## config.mk

```make
export PLATFORM = sky130hd
export DESIGN_NAME = instr_encoder_loader_flat
export DESIGN_NICKNAME = d
export VERILOG_FILES = /design/src/rtl/instr_encoder_loader_pkg.sv /design/src/rtl/instr_encoder_loader_if.sv /design/src/rtl/instr_format_packer.sv /design/src/rtl/instr_encoder_loader.sv /design/src/flat_wrapper.sv
export SDC_FILE = /design/constraint.sdc
export NUM_CORES = 1
export LEC_CHECK = 0
export CAP_MARGIN = 20
export CORE_AREA = 2 2 118 120
export CTS_CLUSTER_SIZE = 30
export DETAILED_ROUTE_END_ITERATION = 10
export DIE_AREA = 0 0 120 122
export GPL_TIMING_DRIVEN = 0
export PLACE_DENSITY = 0.57
export SYNTH_ARGS = -nofsm -noshare
export SYNTH_HDL_FRONTEND = slang
export SYNTH_SLANG_ARGS = --single-unit
export TNS_END_PERCENT = 5
```

## constraint.sdc

```tcl
create_clock -name clk -period 2.6 [get_ports clk]
set_input_delay 0.26 -clock clk [delete_from_list [all_inputs] [get_ports clk]]
set_output_delay 0.26 -clock clk [all_outputs]
set_load 0.01 [all_outputs]
```

## src/rtl/instr_encoder_loader_pkg.sv

```systemverilog
// Shared constants for the instruction encoder/loader: RV32I opcodes, command types and FSM states.
package instr_encoder_loader_pkg;

    // Same opcode set the single-cycle core's control decoder recognises.
    localparam logic [6:0] OPC_R    = 7'd51;
    localparam logic [6:0] OPC_LW   = 7'd3;
    localparam logic [6:0] OPC_I    = 7'd19;
    localparam logic [6:0] OPC_S    = 7'd35;
    localparam logic [6:0] OPC_B    = 7'd99;
    localparam logic [6:0] OPC_J    = 7'd111;
    localparam logic [6:0] OPC_U    = 7'd55;
    localparam logic [6:0] OPC_JALR = 7'd103;

    localparam logic [2:0] F3_LW_SW = 3'b010;
    localparam logic [2:0] F3_JALR  = 3'b000;
    localparam logic [2:0] F3_SRX   = 3'b101;

    typedef enum logic [2:0] {
        CMD_R    = 3'd0,
        CMD_I    = 3'd1,
        CMD_LW   = 3'd2,
        CMD_SW   = 3'd3,
        CMD_B    = 3'd4,
        CMD_J    = 3'd5,
        CMD_LUI  = 3'd6,
        CMD_JALR = 3'd7
    } cmd_type_e;

    typedef enum logic [1:0] {
        ST_IDLE  = 2'd0,
        ST_WRITE = 2'd1,
        ST_FULL  = 2'd2
    } state_e;

endpackage

```

## src/rtl/instr_encoder_loader_if.sv

```systemverilog
// Command handshake (field-level instruction) plus instruction-memory write bus.
interface instr_encoder_loader_if;
    logic        cmd_valid;
    logic        cmd_ready;
    logic [2:0]  cmd_type;
    logic [2:0]  funct3;
    logic        funct7b5;
    logic [4:0]  rd;
    logic [4:0]  rs1;
    logic [4:0]  rs2;
    logic [31:0] imm;
    logic        mem_we;
    logic [31:0] mem_addr;
    logic [31:0] mem_wdata;

    modport master (
        output cmd_valid, cmd_type, funct3, funct7b5, rd, rs1, rs2, imm,
        input  cmd_ready, mem_we, mem_addr, mem_wdata
    );

    modport slave (
        input  cmd_valid, cmd_type, funct3, funct7b5, rd, rs1, rs2, imm,
        output cmd_ready, mem_we, mem_addr, mem_wdata
    );
endinterface

```

## src/rtl/instr_format_packer.sv

```systemverilog
// Combinational packer: command fields -> RV32I word. range_ok exists only when
// INSTR_ENCODER_RANGE_CHECK_EN is defined.
module instr_format_packer
    import instr_encoder_loader_pkg::*;
(
    input  logic [2:0]  cmd_type,
    input  logic [2:0]  funct3,
    input  logic        funct7b5,
    input  logic [4:0]  rd,
    input  logic [4:0]  rs1,
    input  logic [4:0]  rs2,
    input  logic [31:0] imm,
    output logic [31:0] word
`ifdef INSTR_ENCODER_RANGE_CHECK_EN
    ,
    output logic        range_ok
`endif
);

    logic [6:0] f7;
    assign f7 = {1'b0, funct7b5, 5'b00000};

    always_comb begin
        word = '0;
        case (cmd_type_e'(cmd_type))
            CMD_R:    word = {f7, rs2, rs1, funct3, rd, OPC_R};
            CMD_I: begin
                // Shift-right immediates carry the arithmetic/logical select in bit 30.
                if (funct3 == F3_SRX)
                    word = {f7, imm[4:0], rs1, funct3, rd, OPC_I};
                else
                    word = {imm[11:0], rs1, funct3, rd, OPC_I};
            end
            CMD_LW:   word = {imm[11:0], rs1, F3_LW_SW, rd, OPC_LW};
            CMD_SW:   word = {imm[11:5], rs2, rs1, F3_LW_SW, imm[4:0], OPC_S};
            CMD_B:    word = {imm[12], imm[10:5], rs2, rs1, funct3,
                              imm[4:1], imm[11], OPC_B};
            CMD_J:    word = {imm[20], imm[10:1], imm[11], imm[19:12], rd, OPC_J};
            CMD_LUI:  word = {imm[31:12], rd, OPC_U};
            CMD_JALR: word = {imm[11:0], rs1, F3_JALR, rd, OPC_JALR};
            default:  word = '0;
        endcase
    end

`ifdef INSTR_ENCODER_RANGE_CHECK_EN
    logic fits12, fits13, fits21;
    assign fits12 = (&imm[31:11]) | ~(|imm[31:11]);
    assign fits13 = (&imm[31:12]) | ~(|imm[31:12]);
    assign fits21 = (&imm[31:20]) | ~(|imm[31:20]);

    always_comb begin
        range_ok = 1'b1;
        case (cmd_type_e'(cmd_type))
            CMD_I, CMD_LW, CMD_SW, CMD_JALR: range_ok = fits12;
            CMD_B:   range_ok = fits13 & ~imm[0];
            CMD_J:   range_ok = fits21 & ~imm[0];
            CMD_LUI: range_ok = ~(|imm[11:0]);
            default: range_ok = 1'b1;
        endcase
    end
`endif

endmodule

```

## src/rtl/instr_encoder_loader.sv

```systemverilog
// Encodes field-level commands into RV32I words and writes them sequentially to instruction
// memory. Define INSTR_ENCODER_RANGE_CHECK_EN to reject out-of-range immediates (err pulse).
module instr_encoder_loader
    import instr_encoder_loader_pkg::*;
#(
    parameter logic [31:0] BASE_ADDR = 32'h0000_0000,
    parameter int          DEPTH     = 256,
    localparam int         CW        = $clog2(DEPTH + 1)
) (
    input  logic                   clk,
    input  logic                   rst,
    input  logic                   clear,
    instr_encoder_loader_if.slave  bus,
    output logic [CW-1:0]          count,
    output logic                   full,
    output logic                   err
);

    localparam logic [CW-1:0] DEPTH_C = CW'(DEPTH);

    state_e          state_reg, state_next;
    logic [CW-1:0]   count_reg, count_next;
    logic [31:0]     addr_reg, addr_next;
    logic [31:0]     wdata_reg, wdata_next;
    logic [31:0]     packed_word;
    logic            range_ok;
    logic            cmd_ready, mem_we;

    instr_format_packer u_packer (
        .cmd_type (bus.cmd_type),
        .funct3   (bus.funct3),
        .funct7b5 (bus.funct7b5),
        .rd       (bus.rd),
        .rs1      (bus.rs1),
        .rs2      (bus.rs2),
        .imm      (bus.imm),
        .word     (packed_word)
`ifdef INSTR_ENCODER_RANGE_CHECK_EN
        ,
        .range_ok (range_ok)
`endif
    );

`ifdef INSTR_ENCODER_RANGE_CHECK_EN
    logic err_reg, err_next;
`else
    assign range_ok = 1'b1;
`endif

    always_comb begin
        state_next = state_reg;
        count_next = count_reg;
        addr_next  = addr_reg;
        wdata_next = wdata_reg;
        cmd_ready  = 1'b0;
        mem_we     = 1'b0;
`ifdef INSTR_ENCODER_RANGE_CHECK_EN
        err_next   = 1'b0;
`endif
        // clear outranks everything: it kills a pending write and blocks the handshake.
        if (clear) begin
            state_next = ST_IDLE;
            count_next = '0;
            addr_next  = BASE_ADDR;
        end else begin
            case (state_reg)
                ST_IDLE: begin
                    cmd_ready = 1'b1;
                    if (bus.cmd_valid) begin
                        if (range_ok) begin
                            wdata_next = packed_word;
                            state_next = ST_WRITE;
                        end
`ifdef INSTR_ENCODER_RANGE_CHECK_EN
                        else begin
                            err_next = 1'b1;
                        end
`endif
                    end
                end
                ST_WRITE: begin
                    mem_we    = 1'b1;
                    addr_next = addr_reg + 32'd4;
                    if (count_reg != DEPTH_C)
                        count_next = count_reg + CW'(1);
                    state_next = ((count_reg + CW'(1)) == DEPTH_C) ? ST_FULL : ST_IDLE;
                end
                ST_FULL: begin
                    state_next = ST_FULL;
                end
                default: state_next = ST_IDLE;
            endcase
        end
    end

    always_ff @(posedge clk or posedge rst) begin
        if (rst) begin
            state_reg <= ST_IDLE;
            count_reg <= '0;
            addr_reg  <= BASE_ADDR;
            wdata_reg <= '0;
        end else begin
            state_reg <= state_next;
            count_reg <= count_next;
            addr_reg  <= addr_next;
            wdata_reg <= wdata_next;
        end
    end

`ifdef INSTR_ENCODER_RANGE_CHECK_EN
    always_ff @(posedge clk or posedge rst) begin
        if (rst) err_reg <= 1'b0;
        else     err_reg <= err_next;
    end
    assign err = err_reg;
`else
    assign err = 1'b0;
`endif

    assign bus.cmd_ready = cmd_ready;
    assign bus.mem_we    = mem_we;
    assign bus.mem_addr  = addr_reg;
    assign bus.mem_wdata = wdata_reg;
    assign count         = count_reg;
    assign full          = (count_reg == DEPTH_C);

endmodule

```

## src/flat_wrapper.sv

```systemverilog
// flat-port wrapper written by rule: the top's interface ports become plain ports
module instr_encoder_loader_flat import instr_encoder_loader_pkg::*;
#(
    parameter logic [31:0] BASE_ADDR = 32'h0000_0000,
    parameter int          DEPTH     = 256,
    localparam int         CW        = $clog2(DEPTH + 1)
)
  (clk, rst, clear, count, full, err, bus_cmd_valid, bus_cmd_type, bus_funct3, bus_funct7b5, bus_rd, bus_rs1, bus_rs2, bus_imm, bus_cmd_ready, bus_mem_we, bus_mem_addr, bus_mem_wdata);
  instr_encoder_loader_if bus_i ();
  input  logic clk;
  input  logic rst;
  input  logic clear;
  output logic [CW-1:0] count;
  output logic full;
  output logic err;
  input wire logic [$bits(bus_i.cmd_valid)-1:0] bus_cmd_valid;
  input wire logic [$bits(bus_i.cmd_type)-1:0] bus_cmd_type;
  input wire logic [$bits(bus_i.funct3)-1:0] bus_funct3;
  input wire logic [$bits(bus_i.funct7b5)-1:0] bus_funct7b5;
  input wire logic [$bits(bus_i.rd)-1:0] bus_rd;
  input wire logic [$bits(bus_i.rs1)-1:0] bus_rs1;
  input wire logic [$bits(bus_i.rs2)-1:0] bus_rs2;
  input wire logic [$bits(bus_i.imm)-1:0] bus_imm;
  output wire logic [$bits(bus_i.cmd_ready)-1:0] bus_cmd_ready;
  output wire logic [$bits(bus_i.mem_we)-1:0] bus_mem_we;
  output wire logic [$bits(bus_i.mem_addr)-1:0] bus_mem_addr;
  output wire logic [$bits(bus_i.mem_wdata)-1:0] bus_mem_wdata;
  assign bus_i.cmd_valid = bus_cmd_valid;
  assign bus_i.cmd_type = bus_cmd_type;
  assign bus_i.funct3 = bus_funct3;
  assign bus_i.funct7b5 = bus_funct7b5;
  assign bus_i.rd = bus_rd;
  assign bus_i.rs1 = bus_rs1;
  assign bus_i.rs2 = bus_rs2;
  assign bus_i.imm = bus_imm;
  assign bus_cmd_ready = bus_i.cmd_ready;
  assign bus_mem_we = bus_i.mem_we;
  assign bus_mem_addr = bus_i.mem_addr;
  assign bus_mem_wdata = bus_i.mem_wdata;
  instr_encoder_loader #(.BASE_ADDR(BASE_ADDR), .DEPTH(DEPTH)) u_core (.clk(clk), .rst(rst), .clear(clear), .bus(bus_i), .count(count), .full(full), .err(err));
endmodule
```

* Yosys cells after proc, flatten, opt, wreduce, memory -nomap -nowiden
Cells that the tools add are included.
** Storage, ports and cells
- Output and inout port bits :: 77
- Register bits after elaboration :: 75
** Operators by class
- Muxes and demuxes :: 15
- Reductions and logical operators :: 6
- Bitwise gates (word level) :: 1
- Eq/ne operators :: 14
- $add $sub $neg :: 2
** Operators with widths (number)
- one-hot mux 32 bit (8 select lines) :: 1
- two-way mux 32 bit :: 3
- adder 32 x 3 -> 32 bit, second input constant :: 1
- two-way mux 9 bit :: 3
- == test 9 bit, second input constant :: 2
- == test 3 bit, second input constant :: 5
- adder 9 x 1 -> 9 bit, second input constant :: 1
- != test 9 bit, second input constant :: 1
- == test 3 x 2 -> 1 bit, second input constant :: 2
- two-way mux 2 bit :: 3
- one-hot mux 2 bit (3 select lines) :: 1
- two-way mux 1 bit :: 4
- nonzero test 2 bit :: 2
- == test 3 x 1 -> 1 bit, second input constant :: 1
- zero test 3 bit :: 1
- != test 3 bit, second input constant :: 1
- AND reduction 3 bit :: 1
- == test 2 x 1 -> 1 bit, second input constant :: 1
- == test 2 bit, second input constant :: 1
- zero test 2 bit :: 1
- AND reduction 2 bit :: 1
- inverter 1 bit :: 1

* Longest topological paths before layout
Gate-level depths: netlist of run 1.
- Depth in word-level cells :: 5
- Depth in mapped cells :: 6

* Modules after synthesis
From an unflattened synthesis of run 1, not the netlist that was laid out.
** Unflattened totals
- Cells, all modules :: 414
- Area total of the unflattened synthesis :: 4235.3 sq um
** By module, submodules not included
- instr_encoder_loader :: sequential area each 1826.8 sq um, cells an instance 301, times used 1, area each 3383.2 sq um
- instr_format_packer :: sequential area each 0.0 sq um, cells an instance 113, times used 1, area each 852.1 sq um

* Least setup slack after synthesis of run 1
Ideal clock, no wire load.
- Path kind :: flip-flop to flip-flop
- Start point :: register u_core.addr_reg[13], in the netlist u_core.bus.mem_addr[13]
- End point :: register u_core.addr_reg[26], in the netlist u_core.bus.mem_addr[26]
- Setup slack :: 0.864 ns
- Data arrival time :: 1.611 ns
- Clock period less this slack :: 1.736 ns
- Cell stages (with the launch flop) :: 6
- Path through :: dfrtp_1 -> and4_1 -> nand3_2 -> buf_2 -> nor4_1 -> mux2_2
** On the way
- Longest elaborated chain between the ends :: 3
** Ends and longest elaborated chain
- from (decl) :: line instr_encoder_loader.sv:23 : logic [31:0] addr_reg, addr_next;
- from (signal assigned) :: line instr_encoder_loader.sv:105 : addr_reg <= addr_next;
- adder 32 x 3 -> 32 bit :: line instr_encoder_loader.sv:83 : addr_next = addr_reg + 32'd4;
- two-way mux 32 bit :: line instr_encoder_loader.sv:66 : case (state_reg)
- two-way mux 32 bit :: line instr_encoder_loader.sv:61 : if (clear) begin
No other way between the ends. The select of a mux whose other input is x is not followed.
A chain may end at the register's enable or synchronous reset.

* Worst setup path after layout of run 1
- Start point :: register u_core.count_reg[5], in the netlist u_core.count[5]
- End point :: output full
** On the way
- Longest elaborated chain between the ends :: 1
** Ends and longest elaborated chain
- from (decl) :: line instr_encoder_loader.sv:22 : logic [CW-1:0] count_reg, count_next;
- from (signal assigned) :: line instr_encoder_loader.sv:104 : count_reg <= count_next;
- == test 9 bit :: line instr_encoder_loader.sv:125 : assign full = (count_reg == DEPTH_C);
- to (decl) :: line flat_wrapper.sv:14 : output logic full;
No other way between the ends.

==> results of run 1 <==
==> final cells by class <==
cell class | count | area share (%)
Multi-Input combinational cell | 313 | 33.9
Clock buffer | 14 | 4.85
Sequential cell | 72 | 30.8
Timing Repair Buffer | 132 | 22.9
Inverter | 10 | 0.684
Clock inverter | 2 | 0.599
Buffer | 28 | 2.48
Tap cell | 180 | 3.85
==> logic make-up after synthesis <==
| logic type | count (synthesis) | synth area share [%] |
|---|---|---|
| DFF | 72 | 45.5 |
| other | 1 | 0.0947 |
| muxes | 27 | 7.30 |
| and+or+nand+nor | 169 | 23.5 |
| adders and majority gates | 3 | 0.948 |
| AOI/OAI and AO/OA | 93 | 14.0 |
| buffers and inverters | 39 | 4.67 |
| xor gates and xnor gates | 18 | 3.98 |
==> worst register-to-register path, cell delays in order (launching register included) <==
cell	delay (ns)
dfrtp_1	0.44
and4_1	0.29
nand3_2	0.19
buf_2	0.24
nor4_1	0.27
mux2_2	0.37
==> synth_stat cells (5+ instances only) <==
cell	instances
nor2b_1	9
or3_1	6
buf_4	5
mux2_2	5
clkbuf_1	13
o21ai_0	27
inv_1	10
nand3_1	12
o31ai_1	11
buf_1	5
xor2_1	15
or4_1	9
nor4_1	6
a31oi_1	10
nand4_1	8
nand2_1	44
dfrtp_1	72
nor2_1	36
a21oi_1	28
nand3b_1	8
mux2i_1	21
==> metal layers <==
layer  share of wire, %  vias up  wire length (um)  GRT usage (%)
li1                   -     1806                 -              -
met1                 42     1797              4910           19.5
met2                 48      140              5670           27.2
met3                8.1       10               949           5.20
met4                1.4        0               162           6.18
met5                  0        -                 0              0
==> power by group through the flow <==
stage               clock (W)  sequential [W]  combinational, W
floorplan                   0         0.00131          0.000204
global placement            0         0.00127          0.000582
detailed placement          0         0.00128          0.000590
CTS                   0.00135         0.00126          0.000592
global route          0.00140         0.00127          0.000640
finish                0.00131         0.00126          0.000586
==> what timing repair did <==
item	4_1_cts	5_1_grt
setup endpoints to repair	1	0
resized for setup	1	0
hold buffers	0	0
==> final timing paths <==
kind,startpoint,to,slack (ns),cells after the start
worst min-delay path,rst,u_core.bus.mem_wdata[20]$_DFFE_PP0P_,0.29,2
worst max-delay path,u_core.count[5]$_DFFE_PP0P_,full,0.15,3
max in group asynchronous,rst,u_core.bus.mem_addr[8]$_DFFE_PP0N_,1.75,3
worst max register to register,u_core.bus.mem_addr[13]$_DFFE_PP0N_,u_core.bus.mem_addr[26]$_DFFE_PP0N_,0.69,5
worst min register to register,u_core.bus.mem_wdata[19]$_DFFE_PP0P_,u_core.bus.mem_wdata[19]$_DFFE_PP0P_,0.48,2
min in group clk,u_core.bus.mem_wdata[19]$_DFFE_PP0P_,u_core.bus.mem_wdata[19]$_DFFE_PP0P_,0.48,2
==> cells in the final DEF (no fill, tap or decap), drive strengths merged, types with 5 or more instances in the layout <==
| master | count |
|---|---|
| buf | 16 |
| clkbuf | 27 |
| o21ai | 27 |
| dfrtp | 72 |
| mux2 | 5 |
| inv | 10 |
| nor2 | 36 |
| nand3b | 8 |
| xor2 | 15 |
| nand3 | 13 |
| or3 | 6 |
| or4 | 9 |
| a31oi | 10 |
| nor4 | 6 |
| and4 | 5 |
| a21oi | 28 |
| nand2 | 44 |
| nand4 | 11 |
| nor2b | 9 |
| mux2i | 21 |
| clkdlybuf4s50 | 131 |
| o31ai | 11 |
==> metrics by stage <==
stage	setup TNS, ns	std cells	instance area (um2)	hold slack, ns	util [%]
global route	0	751	5850	0.335	43.3
floorplan	0	424	3970	0.408	-
detailed placement	-0.310	736	5540	0.470	41.0
finish	0	751	5850	0.289	43.3
global placement	-65.44	735	5510	0.461	40.8
CTS	0	751	5850	0.290	43.3
==> results.yml, run 1 <==
floorplanning:
  ios: 135
  die_x_um: 120
  rows: 43
  die_height_um: 122
  core_area_um2: 13500
  start_util_pct: 29.3
  die_area_um2: 14600
status:
  status: "finished, final reports clean"
power:
  leakage_nw: 2.42
  power.net_switching_w: 0.000787
  comb_power_share_pct: 18.6
  power.share.sequential_pct: 39.9
  p_int_w: 0.00237
  peakVddDrop_v: 0.000234
  sw_frac_of_total_pct: 24.9
  total_power_w: 0.00316
  clock_power_share_pct: 41.6
  power_density_nw_per_um2: 539
synthesis:
  yosysSeqAreaShare_pct: 45.5
  synth_top_area_cell: "dfrtp_1"
  synthesis.area_um2: 3960
  ys.flop_type: "dfrtp_1"
  synth_warnings: 0
  synth-edff-count: 0
  ys_ff_latch: 72
  synth.lib_cells_used.distinct: 50
  synthArstFlopShare_pct: 100
  ys_top_cells_by_area: "dfrtp_1, mux2i_1, nand2_1, a21oi_1, nor2_1"
  avgSynthCellArea_um2: 9.39
  synth_top_area_share_pct: 45.5
  synthCells: 422
placement:
  numPortBuffers: 131
  pre_cts_ws_ns: -0.310
  gp_congestion: 0.862
  dp_hpwl_um: 8580
final_layout:
  fill_cells: 1327
  seqCellArea_um2: 1800
  multi_input_area_um2: 1980
  fin_nets: 627
  largest_register_ffs: 31
  antenna_cells: 0
  area_growth_pct: 47.7
  layout-drive-gt1-share_pct: 7.18
critical_path:
  cp_data_required_time_ns: 2.34
  worstSetupStartpointType: "register"
  slowest_stage: "or4_1"
  crit_family: "simple AND/OR/NAND/NOR gates"
  timing.critical_path.cells: "or4_1 > nor4_1 > clkdlybuf4s50_1"
  crit_path_end_kind: "output pin"
  worstPathMaxFanout: 5
  cpPeakStageDelay_ns: 0.60
  crit_type: "register to output pin"
  cp_data_arrival_time_ns: 2.19
  path_buf_inv: 1
global_route:
  grt_pass1_wl_um: 18800
  grt_pass1_vias: 3736
  grt_use_total_pct: 16.2
  antenna_found_initial: 0
  grt_max_degree: 44
  overflow: 0
timing:
  fin_ws_ns: 0.149
  fmax_ghz: 0.408
  setup_violations: 0
  finalCriticalPeriod_ns: 2.45
  final_hold_viol_count: 0
  fin_crit_sh_pct: 94.3
  tightest_slew_ns: 0.797
  rsz0062_at_grt: "no"
  clock_skew_ns: 0.00442
  slew_viol_final: 0
  maxSlewHeadroom_pct: 46.5
clock_network:
  worstSkewPairLatency_ns: 0.33
  post_cts_buffers: 0
  cts_sinks: 72
  clk_path_buf_depth: 2
  cts.clk_slew.worst_paths_ns: 0.05
  cts_tree: "done"
  cts_made_buffers: 9
  cts_htree_levels: 3
  root_buffer: "clkbuf_16"
routing:
  wl_per_cell_um: 15.6
  via_per_inst: 5.00
  ant_nets: 0
  drc: 0
  dr.first_iter.drc_count: 141
  drt_wl_total_um: 11700
  num_vias: 3753
  dr.pass1.iters: 4
min_path:
  min-delay-path-class: "primary input to async pin"
job:
  drv_cap: 0
Note: power is estimated with default switching activity, not from simulation.
==> inputs of run 2 (changes only) <==
--- a/config.mk
+++ b/config.mk
@@ -11,7 +11,7 @@
 export DETAILED_ROUTE_END_ITERATION = 10
 export DIE_AREA = 0 0 120 122
 export GPL_TIMING_DRIVEN = 0
-export PLACE_DENSITY = 0.57
+export PLACE_DENSITY = 0.56
 export SYNTH_ARGS = -nofsm -noshare
 export SYNTH_HDL_FRONTEND = slang
 export SYNTH_SLANG_ARGS = --single-unit
==> results.yml, run 2 (synthesis gave the netlist of run 1 again) <==
power:
  comb_power_share_pct: 19.7
  leakage_nw: 2.39
  total_power_w: 0.00299
  peakVddDrop_v: 0.000212
  sw_frac_of_total_pct: 25.9
  power.net_switching_w: 0.000774
  power_density_nw_per_um2: 516
  p_int_w: 0.00222
  clock_power_share_pct: 38.3
  power.share.sequential_pct: 42.1
job:
  drv_cap: 0
clock_network:
  root_buffer: "clkbuf_16"
  worstSkewPairLatency_ns: 0.33
  cts.hold.buffers_added: 0
  cts_made_buffers: 9
  cts_htree_levels: 3
  cts_tree: "done"
  clk_path_buf_depth: 2
  cts.clk_slew.worst_paths_ns: 0.06
  cts_sinks: 72
  post_cts_buffers: 0
critical_path:
  setup.worst_path.start: "u_core.count[5]$_DFFE_PP0P_"
  slowest_stage: "or4_1"
  crit_path_end_kind: "output pin"
  timing.rr.start: "u_core.bus.mem_addr[13]$_DFFE_PP0N_"
  timing.critical_path.cells: "or4_1 > nor4_1 > clkdlybuf4s50_1"
  cpPeakStageDelay_ns: 0.60
  cp_data_arrival_time_ns: 2.19
  crit_type: "register to output pin"
  worstPathMaxFanout: 5
  worstSetupStartpointType: "register"
  cp_data_required_time_ns: 2.34
min_path:
  min-delay-path-class: "primary input to async pin"
routing:
  dr.pass1.iters: 4
  drc: 0
  num_vias: 3728
  ant_nets: 0
  wl_per_cell_um: 15.7
  dr.first_iter.drc_count: 123
  via_per_inst: 4.97
  drt_wl_total_um: 11700
floorplanning:
  ios: 135
  die_x_um: 120
  start_util_pct: 29.3
  rows: 43
  die_area_um2: 14600
  die_height_um: 122
  core_area_um2: 13500
timing:
  slew_viol_final: 0
  tightest_slew_ns: 0.722
  fmax_ghz: 0.408
  setup_violations: 0
  rsz0062_at_grt: "no"
  finalSetupTns_ns: 0
  hold_slack_ns: 0.210
  fin_crit_sh_pct: 94.4
  finalCriticalPeriod_ns: 2.45
  final_hold_viol_count: 0
  clock_skew_ns: 0.00306
  maxSlewHeadroom_pct: 51.6
placement:
  detailed_place.area_um2: 5540
  numPortBuffers: 131
  dp_hpwl_um: 8610
  dp.cells: 736
  gp_congestion: 0.828
global_route:
  grt_pass1_vias: 3747
  grt_max_degree: 59
  antenna_found_initial: 0
  overflow: 0
  grt_pass1_wl_um: 19100
  grt_use_total_pct: 16.4
final_layout:
  final_cells: 750
  largest_register_ffs: 31
  layout_commonest_cell: "clkdlybuf4s50_1"
  area_growth_pct: 46.4
  fin_nets: 627
  fill_cells: 1296
  layout-drive-gt1-share_pct: 6.49
  mostFrequentLayoutCells: "clkdlybuf4s50_1, dfrtp_1, nand2_1, nor2_1, a21oi_1"
  design_area_um2: 5800
  antenna_cells: 0
status:
  status: "finished, final reports clean"
run 2: layout make-up:
| type | instances | area, um2 | area share, % |
|---|---|---|---|
| Multi-Input combinational cell | 313 | 1980 | 34.2 |
| Sequential cell | 72 | 1800 | 31.1 |
| Timing Repair Buffer | 132 | 1340 | 23.1 |
| Clock buffer | 15 | 268 | 4.62 |
| Tap cell | 180 | 225 | 3.88 |
| Buffer | 28 | 145 | 2.50 |
| Inverter | 10 | 40.0 | 0.690 |
run 2: worst paths after layout:
kind,depth (start not counted),end,slack [ns]
max,3,full,0.15
min,2,u_core.count[6]$_DFFE_PP0P_,0.21
max reg2reg,5,u_core.bus.mem_addr[26]$_DFFE_PP0N_,0.68
min reg2reg,2,u_core.bus.mem_wdata[24]$_DFFE_PP0P_,0.48
max in group asynchronous,3,u_core.bus.mem_wdata[16]$_DFFE_PP0P_,1.83
min in group clk,2,u_core.bus.mem_wdata[24]$_DFFE_PP0P_,0.48
run 2: per-stage QoR:
step                setup WS, ns  util, %
detailed placement        -0.323     41.0
CTS                        0.110     43.0
floorplan                  0.515        -
global placement          -0.916     40.8
global route              0.0180     43.0
finish                     0.146     43.0
run 2: per-layer routing:
metal / global-route usage (%) / up-vias / share of wire, %
met5: 0 / - / 0
met4: 5.00 / 0 / 1.1
met3: 6.09 / 8 / 7.9
met2: 26.9 / 113 / 48
met1: 20.0 / 1797 / 43
li1: - / 1810 / -
run 2: repair_timing:
item	in CTS	in global routing
pin swaps	0	0
setup endpoints to repair	1	1
gates resized for setup	1	1
run 2: critical path: cells and delay by family (launching register included):
kind / cells / cell delay, ns
and+or+nand+nor: 2 / 0.84
buffers and inverters: 1 / 0.60
DFF: 1 / 0.42
run 2: power groups by stage:
stage | registers (W) | logic (W) | clock network [W]
after floorplan | 0.00131 | 0.000204 | 0
after global placement | 0.00127 | 0.000583 | 0
after detailed placement | 0.00128 | 0.000594 | 0
after CTS | 0.00126 | 0.000595 | 0.00118
after global routing | 0.00127 | 0.000645 | 0.00123
final | 0.00126 | 0.000588 | 0.00115
==> inputs of run 3 (changes only) <==
--- a/config.mk
+++ b/config.mk
@@ -12,6 +12,7 @@
 export DIE_AREA = 0 0 120 122
 export GPL_TIMING_DRIVEN = 0
 export PLACE_DENSITY = 0.56
+export SLEW_MARGIN = 20
 export SYNTH_ARGS = -nofsm -noshare
 export SYNTH_HDL_FRONTEND = slang
 export SYNTH_SLANG_ARGS = --single-unit
==> results.yml, run 3 (synthesis gave the netlist of run 1 again) <==
status:
  status: "finished, final reports clean"
power:
  power_density_nw_per_um2: 521
  leakage_nw: 2.40
  total_power_w: 0.00303
  peakVddDrop_v: 0.000229
clock_network:
  cts.clk_slew.worst_paths_ns: 0.06
  root_buffer: "clkbuf_16"
  cts_made_buffers: 9
  cts_tree: "done"
  clk_path_buf_depth: 2
  cts_sinks: 72
  cts_htree_levels: 3
  worstSkewPairLatency_ns: 0.34
  post_cts_buffers: 0
timing:
  slew_viol_final: 0
  fmax_ghz: 0.409
  tightest_slew_ns: 0.753
  finalCriticalPeriod_ns: 2.44
  final_hold_viol_count: 0
  finalSetupTns_ns: 0
  setup_violations: 0
  fin_crit_sh_pct: 94.0
  clock_skew_ns: 0.00617
  maxSlewHeadroom_pct: 49.5
  fin_ws_ns: 0.156
  rsz0062_at_grt: "no"
final_layout:
  layout-drive-gt1-share_pct: 7.18
  design_area_um2: 5820
  multi_input_area_um2: 1980
  largest_register_ffs: 31
  fill_cells: 1303
  final_cells: 751
  seqCellArea_um2: 1800
  fin_nets: 627
  mostFrequentLayoutCells: "clkdlybuf4s50_1, dfrtp_1, nand2_1, nor2_1, a21oi_1"
  layout_commonest_cell: "clkdlybuf4s50_1"
  antenna_cells: 0
  area_growth_pct: 46.9
floorplanning:
  die_area_um2: 14600
  rows: 43
  core_area_um2: 13500
  die_x_um: 120
  ios: 135
  die_height_um: 122
  start_util_pct: 29.3
critical_path:
  worstSetupStartpointType: "primary input"
  timing.critical_path.cells: "clkdlybuf4s50_1 > clkbuf_1 > clkbuf_2 > nor2_1 > clkdlybuf4s50_1"
  worst_path_most_repeated_cell: "clkdlybuf4s50_1"
  cp_data_arrival_time_ns: 2.18
  worstPathMaxFanout: 19
  cp_data_required_time_ns: 2.34
  crit_path_end_kind: "output pin"
  slowest_stage: "clkdlybuf4s50_1"
  path_buf_inv: 4
  crit_type: "primary input to output pin"
  crit_family: "buffers and inverters"
  cpPeakStageDelay_ns: 0.52
placement:
  dp.cells: 736
  numPortBuffers: 131
  gp_congestion: 0.828
  pre_cts_ws_ns: -0.303
  detailed_place.area_um2: 5540
  dp_hpwl_um: 8670
global_route:
  grt_pass1_vias: 3730
  grt_max_degree: 49
  grt_pass1_wl_um: 18800
  grt_use_total_pct: 16.3
  antenna_found_initial: 0
  overflow: 0
min_path:
  min-delay-path-class: "primary input to async pin"
routing:
  drt_wl_total_um: 11600
  dr.pass1.iters: 5
  wl_per_cell_um: 15.4
  drc: 0
  via_per_inst: 4.95
  ant_nets: 0
  num_vias: 3719
  dr.first_iter.drc_count: 155
job:
  drv_cap: 0
[run 3: final timing paths]
path | startpoint | to | slack (ns) | depth (start not counted)
worst max-delay path | clear | bus_mem_we | 0.16 | 5
max in group asynchronous | rst | u_core.bus.mem_wdata[16]$_DFFE_PP0P_ | 1.79 | 3
worst min-delay path | rst | u_core.count[6]$_DFFE_PP0P_ | 0.26 | 2
min in group clk | u_core.bus.mem_wdata[24]$_DFFE_PP0P_ | u_core.bus.mem_wdata[24]$_DFFE_PP0P_ | 0.48 | 2
worst max register to register | u_core.bus.mem_addr[13]$_DFFE_PP0N_ | u_core.bus.mem_addr[26]$_DFFE_PP0N_ | 0.69 | 5
worst min register to register | u_core.bus.mem_wdata[24]$_DFFE_PP0P_ | u_core.bus.mem_wdata[24]$_DFFE_PP0P_ | 0.48 | 2
[run 3: worst reg2reg max path: cells and delay by family, from the launching register on]
kind	cells	cell delay (ns)
buffers and inverters	1	0.24
and+or+nand+nor	3	0.76
DFF	1	0.44
muxes	1	0.37
[run 3: timing repair]
action,in CTS,in global routing
endpoints found under the hold margin,0,0
resized for setup,1,0
setup endpoints to repair,1,0
hold buffers,0,0
[run 3: metal layers]
metal | share of wire [%] | vias up | GRT usage (%)
li1 | - | 1805 | -
met3 | 7.9 | 7 | 6.46
met1 | 42 | 1790 | 19.6
met4 | 0.87 | 0 | 5.29
met5 | 0 | - | 0
met2 | 49 | 117 | 26.8
[run 3: power breakdown]
group          total, W  leakage, nW  internal [W]  switching (W)
logic          0.000587         1.32      0.000317       0.000269
registers       0.00126        0.941       0.00121      0.0000521
clock network   0.00119        0.145      0.000719       0.000469
[run 3: per-stage QoR]
stage	hold WS (ns)	utilization, %
final	0.258	43.1
after CTS	0.254	43.1
after global placement	0.462	40.8
after global routing	0.276	43.1
after floorplan	0.408	-
after detailed placement	0.470	41.0
[run 3: layout make-up]
type,count,area share [%]
Multi-Input combinational cell,313,34.1
Buffer,28,2.49
Inverter,10,0.688
Sequential cell,72,31.0
Tap cell,180,3.87
Clock inverter,3,0.258
Clock buffer,13,4.65
Timing Repair Buffer,132,23.0
